## src/rtl/reg_bank_sb.sv

```systemverilog
// reg_bank_sb: 2R1W register bank with pending-write scoreboard and sequential bulk clear; define REG_BANK_SB_BYPASS_EN for write-through reads
module reg_bank_sb #(
  parameter int DATA_W    = 32,
  parameter int ADDR_W    = 4,
  parameter int DEBUG_IDX = 13,
  parameter int ZERO_REG  = 1
) (
  input  logic              clk,
  input  logic              rst_n,
  input  logic [ADDR_W-1:0] rd_addr,
  input  logic [ADDR_W-1:0] rs1_addr,
  input  logic [ADDR_W-1:0] rs2_addr,
  input  logic [DATA_W-1:0] write_data,
  input  logic              reg_write,
  input  logic              busy_set,
  input  logic [ADDR_W-1:0] busy_addr,
  input  logic              clr_req,
  output logic [DATA_W-1:0] rs1_data,
  output logic [DATA_W-1:0] rs2_data,
  output logic [DATA_W-1:0] rd_data,
  output logic              rs1_busy,
  output logic              rs2_busy,
  output logic [DATA_W-1:0] debug,
  output logic              clr_busy
);
  localparam int NREGS = 2 ** ADDR_W;
  localparam logic [ADDR_W-1:0] LAST = ADDR_W'(NREGS - 1);
  localparam logic [ADDR_W-1:0] DBG = ADDR_W'(DEBUG_IDX);
  localparam bit ZR = (ZERO_REG != 0);
`ifdef REG_BANK_SB_BYPASS_EN
  localparam bit BYP = 1'b1;
`else
  localparam bit BYP = 1'b0;
`endif
  typedef enum logic {IDLE, CLEAR} state_t;
  state_t state, state_nx;
  logic [DATA_W-1:0] regs [NREGS];
  logic [NREGS-1:0] busy;
  logic [ADDR_W-1:0] cnt;
  logic we, bs;
  logic [DATA_W-1:0] rs1_nx, rs2_nx, rd_nx;
  always_comb begin
    we = reg_write && state == IDLE && !(ZR && rd_addr == '0);
    bs = busy_set && state == IDLE && !(ZR && busy_addr == '0);
    state_nx = state == IDLE ? (clr_req ? CLEAR : IDLE) : (cnt == LAST ? IDLE : CLEAR);
    rs1_nx = (BYP && we && rs1_addr == rd_addr) ? write_data :
             (ZR && rs1_addr == '0) ? '0 : regs[rs1_addr];
    rs2_nx = (BYP && we && rs2_addr == rd_addr) ? write_data :
             (ZR && rs2_addr == '0) ? '0 : regs[rs2_addr];
    rd_nx = (ZR && rd_addr == '0) ? '0 : regs[rd_addr];
  end
  assign clr_busy = (state == CLEAR);
  always_ff @(posedge clk or negedge rst_n) begin
    if (!rst_n) begin
      state <= IDLE;
      cnt <= '0;
    end else begin
      state <= state_nx;
      cnt <= state == CLEAR ? cnt + 1'b1 : '0;
    end
  end
  // a new producer issued in the same cycle as a writeback keeps the register busy
  always_ff @(posedge clk or negedge rst_n) begin
    if (!rst_n) begin
      for (int i = 0; i < NREGS; i++) regs[i] <= '0;
      busy <= '0;
    end else begin
      for (int i = 0; i < NREGS; i++) begin
        if (state == CLEAR && cnt == ADDR_W'(i)) begin
          regs[i] <= '0;
          busy[i] <= 1'b0;
        end else begin
          if (we && rd_addr == ADDR_W'(i)) regs[i] <= write_data;
          if (bs && busy_addr == ADDR_W'(i)) busy[i] <= 1'b1;
          else if (we && rd_addr == ADDR_W'(i)) busy[i] <= 1'b0;
        end
      end
    end
  end
  always_ff @(posedge clk or negedge rst_n) begin
    if (!rst_n) begin
      rs1_data <= '0;
      rs2_data <= '0;
      rd_data <= '0;
      rs1_busy <= 1'b0;
      rs2_busy <= 1'b0;
      debug <= '0;
    end else begin
      rs1_data <= rs1_nx;
      rs2_data <= rs2_nx;
      rd_data <= rd_nx;
      rs1_busy <= busy[rs1_addr];
      rs2_busy <= busy[rs2_addr];
      debug <= regs[DBG];
    end
  end
endmodule

```

## config.mk

```make
export PLATFORM = sky130hd
export DESIGN_NAME = reg_bank_sb
export DESIGN_NICKNAME = d
export VERILOG_FILES = /design/src/rtl/reg_bank_sb.sv
export SDC_FILE = /design/constraint.sdc
export NUM_CORES = 1
export LEC_CHECK = 0
export BUFFER_PORTS_ARGS = -buffer_cell sky130_fd_sc_hd__clkbuf_2
export CAP_MARGIN = 20
export CORE_MARGIN = 10
export CORE_UTILIZATION = 35
export DETAILED_ROUTE_END_ITERATION = 8
export GPL_ROUTABILITY_DRIVEN = 0
export GPL_TIMING_DRIVEN = 0
export PLACE_DENSITY = 0.59
export SETUP_SLACK_MARGIN = 0.2
export SYNTH_ARGS = -nofsm -noshare
export SYNTH_HDL_FRONTEND = slang
export SYNTH_SLANG_ARGS = --single-unit
```

## constraint.sdc

```tcl
create_clock -name clk -period 2.6 [get_ports clk]
set_clock_uncertainty 0.15 [all_clocks]
set_input_delay 0.39 -clock clk [delete_from_list [all_inputs] [get_ports clk]]
set_output_delay 0.39 -clock clk [all_outputs]
set_load 0.01 [all_outputs]
```

# After elaboration in Yosys (flattened, before gate mapping)
# Index checks and enable logic that the tools add are counted.
dict set report word_totals {
  ff_bits 663
  latch_bits 0
  ram_bits 0
  romBits 0
  input_bits 53
  out_inout_bits 131
  wordCells 286
  mem_count 0
}
dict set report op_classes {
  add_sub_neg 1
  n_mul 0
  div_mod_pow 0
  n_lt_le_gt_ge 5
  eq_ne 45
  n_shift 0
  mux 100
  bitwise 4
  reduce_logical 91
}
# operator count
set ops {}
lappend ops {{$mux 32} 41}
lappend ops {{$bmux 32 s4} 3}
lappend ops {{$eq 4x4->1 const B} 24}
lappend ops {{$mux 1} 53}
lappend ops {{$logic_and 1x1->1} 52}
lappend ops {{$eq 4x3->1 const B} 12}
lappend ops {{$reduce_bool 3->1} 16}
lappend ops {{$reduce_bool 2->1} 16}
lappend ops {{$eq 4x2->1 const B} 6}
lappend ops {{$logic_not 4->1} 5}
lappend ops {{$ge 5x5->1 const B} 3}
lappend ops {{$not 4->5} 3}
lappend ops {{$eq 4x1->1 const B} 3}
lappend ops {{$lt 4x5->1 const B} 2}
lappend ops {{$bmux 1 s4} 2}
lappend ops {{$add 4x1->4 const B} 1}
lappend ops {{$mux 4} 1}
lappend ops {{$logic_not 1->1} 2}
lappend ops {{$not 1->1} 1}

# Longest topological paths before layout
dict set report depth {
  depth_word 7
  depth_mapped 8
  depth_no_buf 6
}

# Worst setup path after synthesis
# No wires, ideal clock.
dict set report synth_path {
  path_type {input-to-reg}
  from {in rs1_addr[1]}
  to {reg rs1_data[29]}
  setup_time_ns 0.133
  arrival_time_ns 1.769
  required_time_ns 2.317
  path_slack_ns 0.547
  stages 7
  path_buffers 3
  cell_sequence {clkbuf_1 -> buf_2 -> buf_2 -> mux2i_1 -> o22ai_1 -> a2111oi_0 -> nor2_1}
}
dict set report synth_via {
  elab_chain_cells 5
  word_cells_on_any_way 6
  cone_classes {mux: 4; bitwise: 1; reduce/logical: 1}
}
# item line
set synth_rtl {}
lappend synth_rtl {{from (decl)} 11} ;# input logic [ADDR_W-1:0] rs1_addr,
lappend synth_rtl {{$not 4->5 (not written as such)} 47} ;# (ZR && rs1_addr == '0) ? '0 : regs[rs1_addr];
lappend synth_rtl {{$bmux 32 s4} 47}
lappend synth_rtl {{$mux 32 (not written as such) (2 in a row)} 47}
lappend synth_rtl {{$mux 32 (*)} 47}
lappend synth_rtl {{net rs1_nx[29]} 41} ;# logic [DATA_W-1:0] rs1_nx, rs2_nx, rd_nx;
lappend synth_rtl {{to (signal assigned)} 89} ;# rs1_data <= rs1_nx;
lappend synth_rtl {{to (decl)} 18} ;# output logic [DATA_W-1:0] rs1_data,
# Mark *: on every way through the listed nets, which the timed path passes. The rest lies on a longest branch. The select of a mux whose other input is x is not followed.
# A chain may end at the register's enable or synchronous reset.

# Final worst setup path
dict set report layout_path {
  from {in rs1_addr[1]}
  to {reg rs1_data[22]}
}
# The elaborated chain is that of the path after synthesis.

==> impl_metrics.env <==
export IMPL_post_synth_most_frequent_cells="nand2_1, dfrtp_1, o21ai_0, mux2i_1, clkbuf_1"
export IMPL_synth_sequential_area_ratio_pct=45.59
export IMPL_critical_path_endpoint_category="flip-flop"
export IMPL_outcome="completed"
export IMPL_setup_slack_of_the_most_critical_reg_to_reg_path_ps=220
export IMPL_period_needed_ps=2577
export IMPL_synthCells=3521
export IMPL_share_comb_of_total_power_pct=28.9
export IMPL_synth_edf_count=0
export IMPL_cts_clk_slew_worst_paths_ps=60
export IMPL_start_util_pct=35.25
export IMPL_total_switching_power_w=0.01384
export IMPL_floorplan_rows=115
export IMPL_p_int_w=0.02389
export IMPL_report_final_setup_viol=0
export IMPL_number_of_pins_with_negative_max_slew_slack_in_the_final_report=0
export IMPL_hold_depth=3
export IMPL_synthArstFlopShare_pct=100.0
export IMPL_drt_first_iter_violations=5055
export IMPL_numCtsBuffers=70
export IMPL_worst_slack_on_hold_paths_ps=40.79
export IMPL_drv_cap=0
export IMPL_via_per_inst=6.195
export IMPL_antenna_violations_before_repair=5
export IMPL_crit_path_top_delay_cell="a2111oi_0"
export IMPL_globalRouteTotalUtil_pct=26.82
export IMPL_reg2reg_from="clr_busy"
export IMPL_die_ht_um=334.8
export IMPL_mappedNetlistNets=3578
export IMPL_synth_cell_types=49
export IMPL_period_share_pct=99.12
export IMPL_cts_max_level=3
export IMPL_global_route_wire_length_before_repair_mm=221.5
export IMPL_congestion_overflow_gr=0
export IMPL_cp_common_cell="buf_2"
export IMPL_drt_pass1_iterations=7
export IMPL_clock_root_buffer="clkbuf_16"
export IMPL_ys_warn_count=0
export IMPL_hold_class="input port to flip-flop"
export IMPL_rsz0062_at_grt="true"
export IMPL_slew_limit_headroom_pct=21.27
export IMPL_cts_num_sinks=632
export IMPL_vias=32073
export IMPL_crit_path_max_fanout=10
export IMPL_cp_cell_sequence="clkbuf_2 -> buf_2 -> buf_2 -> mux2i_1 -> o22ai_1 -> a2111oi_0 -> nor2_1"
export IMPL_worst_hold_startpoint="write_data[10]"
export IMPL_cp_start_kind="input port"
export IMPL_synth_most_common_cell="nand2_1"
export IMPL_die_w_um=334.8
export IMPL_finalWirelength_mm=155.1
export IMPL_synth_avg_cell_area_um2=9.852
export IMPL_clock_latency_ps=650
export IMPL_power_clock_fraction_pct=28.0
export IMPL_tightestPinTransition_ps=1181
export IMPL_num_nets_final=3892
export IMPL_finalHoldViolations=0
export IMPL_share_seq_of_total_power_pct=43.1
export IMPL_power_density_mw_per_mm2=927.3
export IMPL_drc_violations_left=0
export IMPL_netlist_top_cells_area="dfrtp_1, mux4_2, nand2_1, mux2i_1, o21ai_0"
export IMPL_cts_path_max_buffers=3
export IMPL_ys_flop_type="dfrtp_1"
export IMPL_drt_antenna_net_count=0
export IMPL_syn_cell_area_mm2=0.03469
export IMPL_switching_share_pct=36.68
export IMPL_synth_top_area_share_pct=45.59
export IMPL_max_clock_freq_mhz=388.0
export IMPL_fill_cells=9659
export IMPL_data_arrival_at_the_endpoint_of_the_critical_path_ps=2910
export IMPL_pin_count_of_the_biggest_net_entering_global_routing=111
export IMPL_first_global_vias=31069
export IMPL_worst_path_largest_cell_delay_ps=730
export IMPL_die_area_mm2=0.1121
export IMPL_irDropWorstVdd_uv=584.3
export IMPL_hold_path_end="regs[138]"
export IMPL_synthToLayoutAreaGrowth_pct=17.30
export IMPL_dpl_hpwl_mm=113.6
export IMPL_place_port_buffers=174
export IMPL_wl_per_cell_um=29.95
export IMPL_synth_seq_cells=632
export IMPL_tritoncts="yes"
export IMPL_worstReg2RegEnd="regs[249]"
export IMPL_num_io_pins=184
export IMPL_core_area_mm2=0.09842
export IMPL_reg2reg_depth=6
export IMPL_power_leakage_nw=18.31
export IMPL_required_ps=2930
export IMPL_timing_setup_tns_ps=0
export IMPL_share_of_cells_above_drive_strength_1_pct=20.93
export IMPL_criticalPathCategory="input port to flip-flop"
export IMPL_netlist_top_cell_by_area="dfrtp_1"
-- cells in the final DEF, fill, tap and decap left out, types with 14 or more instances in the layout --
| master | netlist | final |
|---|---|---|
| o21ai_1 | 15 | 16 |
| clkbuf_16 | 0 | 71 |
| buf_4 | 6 | 18 |
| clkbuf_1 | 224 | 147 |
| a2111oi_1 | 0 | 16 |
| nor2_1 | 162 | 153 |
| o22ai_1 | 151 | 150 |
| a221o_1 | 31 | 31 |
| nand2_1 | 979 | 979 |
| a21oi_1 | 31 | 31 |
| o21ai_0 | 285 | 284 |
| a22oi_1 | 33 | 33 |
| nand3_1 | 176 | 171 |
| mux2i_1 | 243 | 243 |
| mux4_2 | 205 | 205 |
| clkbuf_8 | 0 | 14 |
| nand3_2 | 30 | 35 |
| dlygate4sd3_1 | 0 | 37 |
| mux2_2 | 39 | 39 |
| clkbuf_2 | 0 | 249 |
| buf_2 | 88 | 91 |
| nor2b_1 | 24 | 24 |
| a2111oi_0 | 62 | 39 |
| dfrtp_1 | 632 | 632 |
| clkbuf_4 | 0 | 14 |
-- registers in the layout (all words and copies together), names as in the netlist, 4 cells and up --
register / count
rs1_data: 32
cnt: 4
rd_data: 32
regs: 481
debug: 32
busy: 16
rs2_data: 32
-- stage by stage --
step           power [W]  util (%)  setup WS [ps]  cells  area [µm²]
5_1_grt          0.03917     41.34          132.7   5176       40690
3_5_place_dp     0.02656     38.05         -943.6   4999       37450
2_1_floorplan    0.02197         -          547.3   3521       34690
4_1_cts          0.03722     41.11          117.4   5172       40460
6_report         0.03773     41.34          22.97   5177       40690
3_3_place_gp     0.02622     37.77         -14650   4982       37170
-- worst max-delay path by stage --
| stage | from | end | slack [ps] | cells after the start |
|---|---|---|---|---|
| after floorplan | rs1_addr[1] | rs1_data[29] | 550 | 7 |
| after global placement | rst_n | regs[21] | -14650 | 1 |
| after detailed placement | rs1_addr[1] | rs1_data[5] | -940 | 7 |
| after CTS | clr_busy | regs[405] | 120 | 7 |
| after global routing | rs1_addr[1] | rs1_data[22] | 130 | 7 |
| final | rs1_addr[1] | rs1_data[22] | 20 | 7 |
-- area by class of cell --
class / instances / area [µm²] / share of cell area, %
Multi-Input combinational cell: 2547 / 17600 / 43.26
Sequential cell: 632 / 15820 / 38.87
Clock buffer: 95 / 1997 / 4.908
Timing Repair Buffer: 243 / 1687 / 4.145
Tap cell: 1287 / 1610 / 3.958
Buffer: 337 / 1585 / 3.896
Clock inverter: 31 / 375.4 / 0.9225
Inverter: 4 / 15.01 / 0.03690
Antenna cell: 1 / 2.502 / 0.006150
-- cell families (layout without fill, tap and decap cells) --
logic type / Yosys count / after routing / share of synthesized area, %
compound gates: 637 / 637 / 11.32
buf+inv: 342 / 710 / 4.191
xor+xnor: 2 / 2 / 0.05051
mux: 487 / 487 / 21.59
flops: 632 / 632 / 45.59
fa+ha+maj: 4 / 4 / 0.1443
other cells: 0 / 1 / 0
simple gates: 1417 / 1417 / 17.12
-- timing repair --
item	CTS	global route
setup endpoints to repair	461	391
pin swaps	4	4
gates cloned	0	0
gates resized for setup	81	146
hold endpoints to repair	196	0
hold buffers	38	0
buffers inserted	9	4
-- worst max-delay path: cells and delay by family --
family	cells	cell delay [ps]
buffers and inverters	3	1220
AOI/OAI and AO/OA	2	840
muxes	1	250
and+or+nand+nor	1	190
-- power by group through the flow --
stage,sequential (W),clock (W),combinational (W)
final,0.0163,0.0106,0.0109
after global routing,0.0165,0.0110,0.0116
after CTS,0.0160,0.0106,0.0106
after floorplan,0.0153,0,0.00669
after global placement,0.0161,0,0.0102
after detailed placement,0.0162,0,0.0104
-- per-layer routing --
layer | global-route usage (%) | routed length, µm | vias to the layer above
met2 | 39.14 | 65570 | 2427
met4 | 12.94 | 8796 | 12
met1 | 34.91 | 58980 | 15927
met5 | 0 | 101 | -
met3 | 9.776 | 21610 | 511
li1 | - | - | 13196
Power figures use the tool's default switching activity.
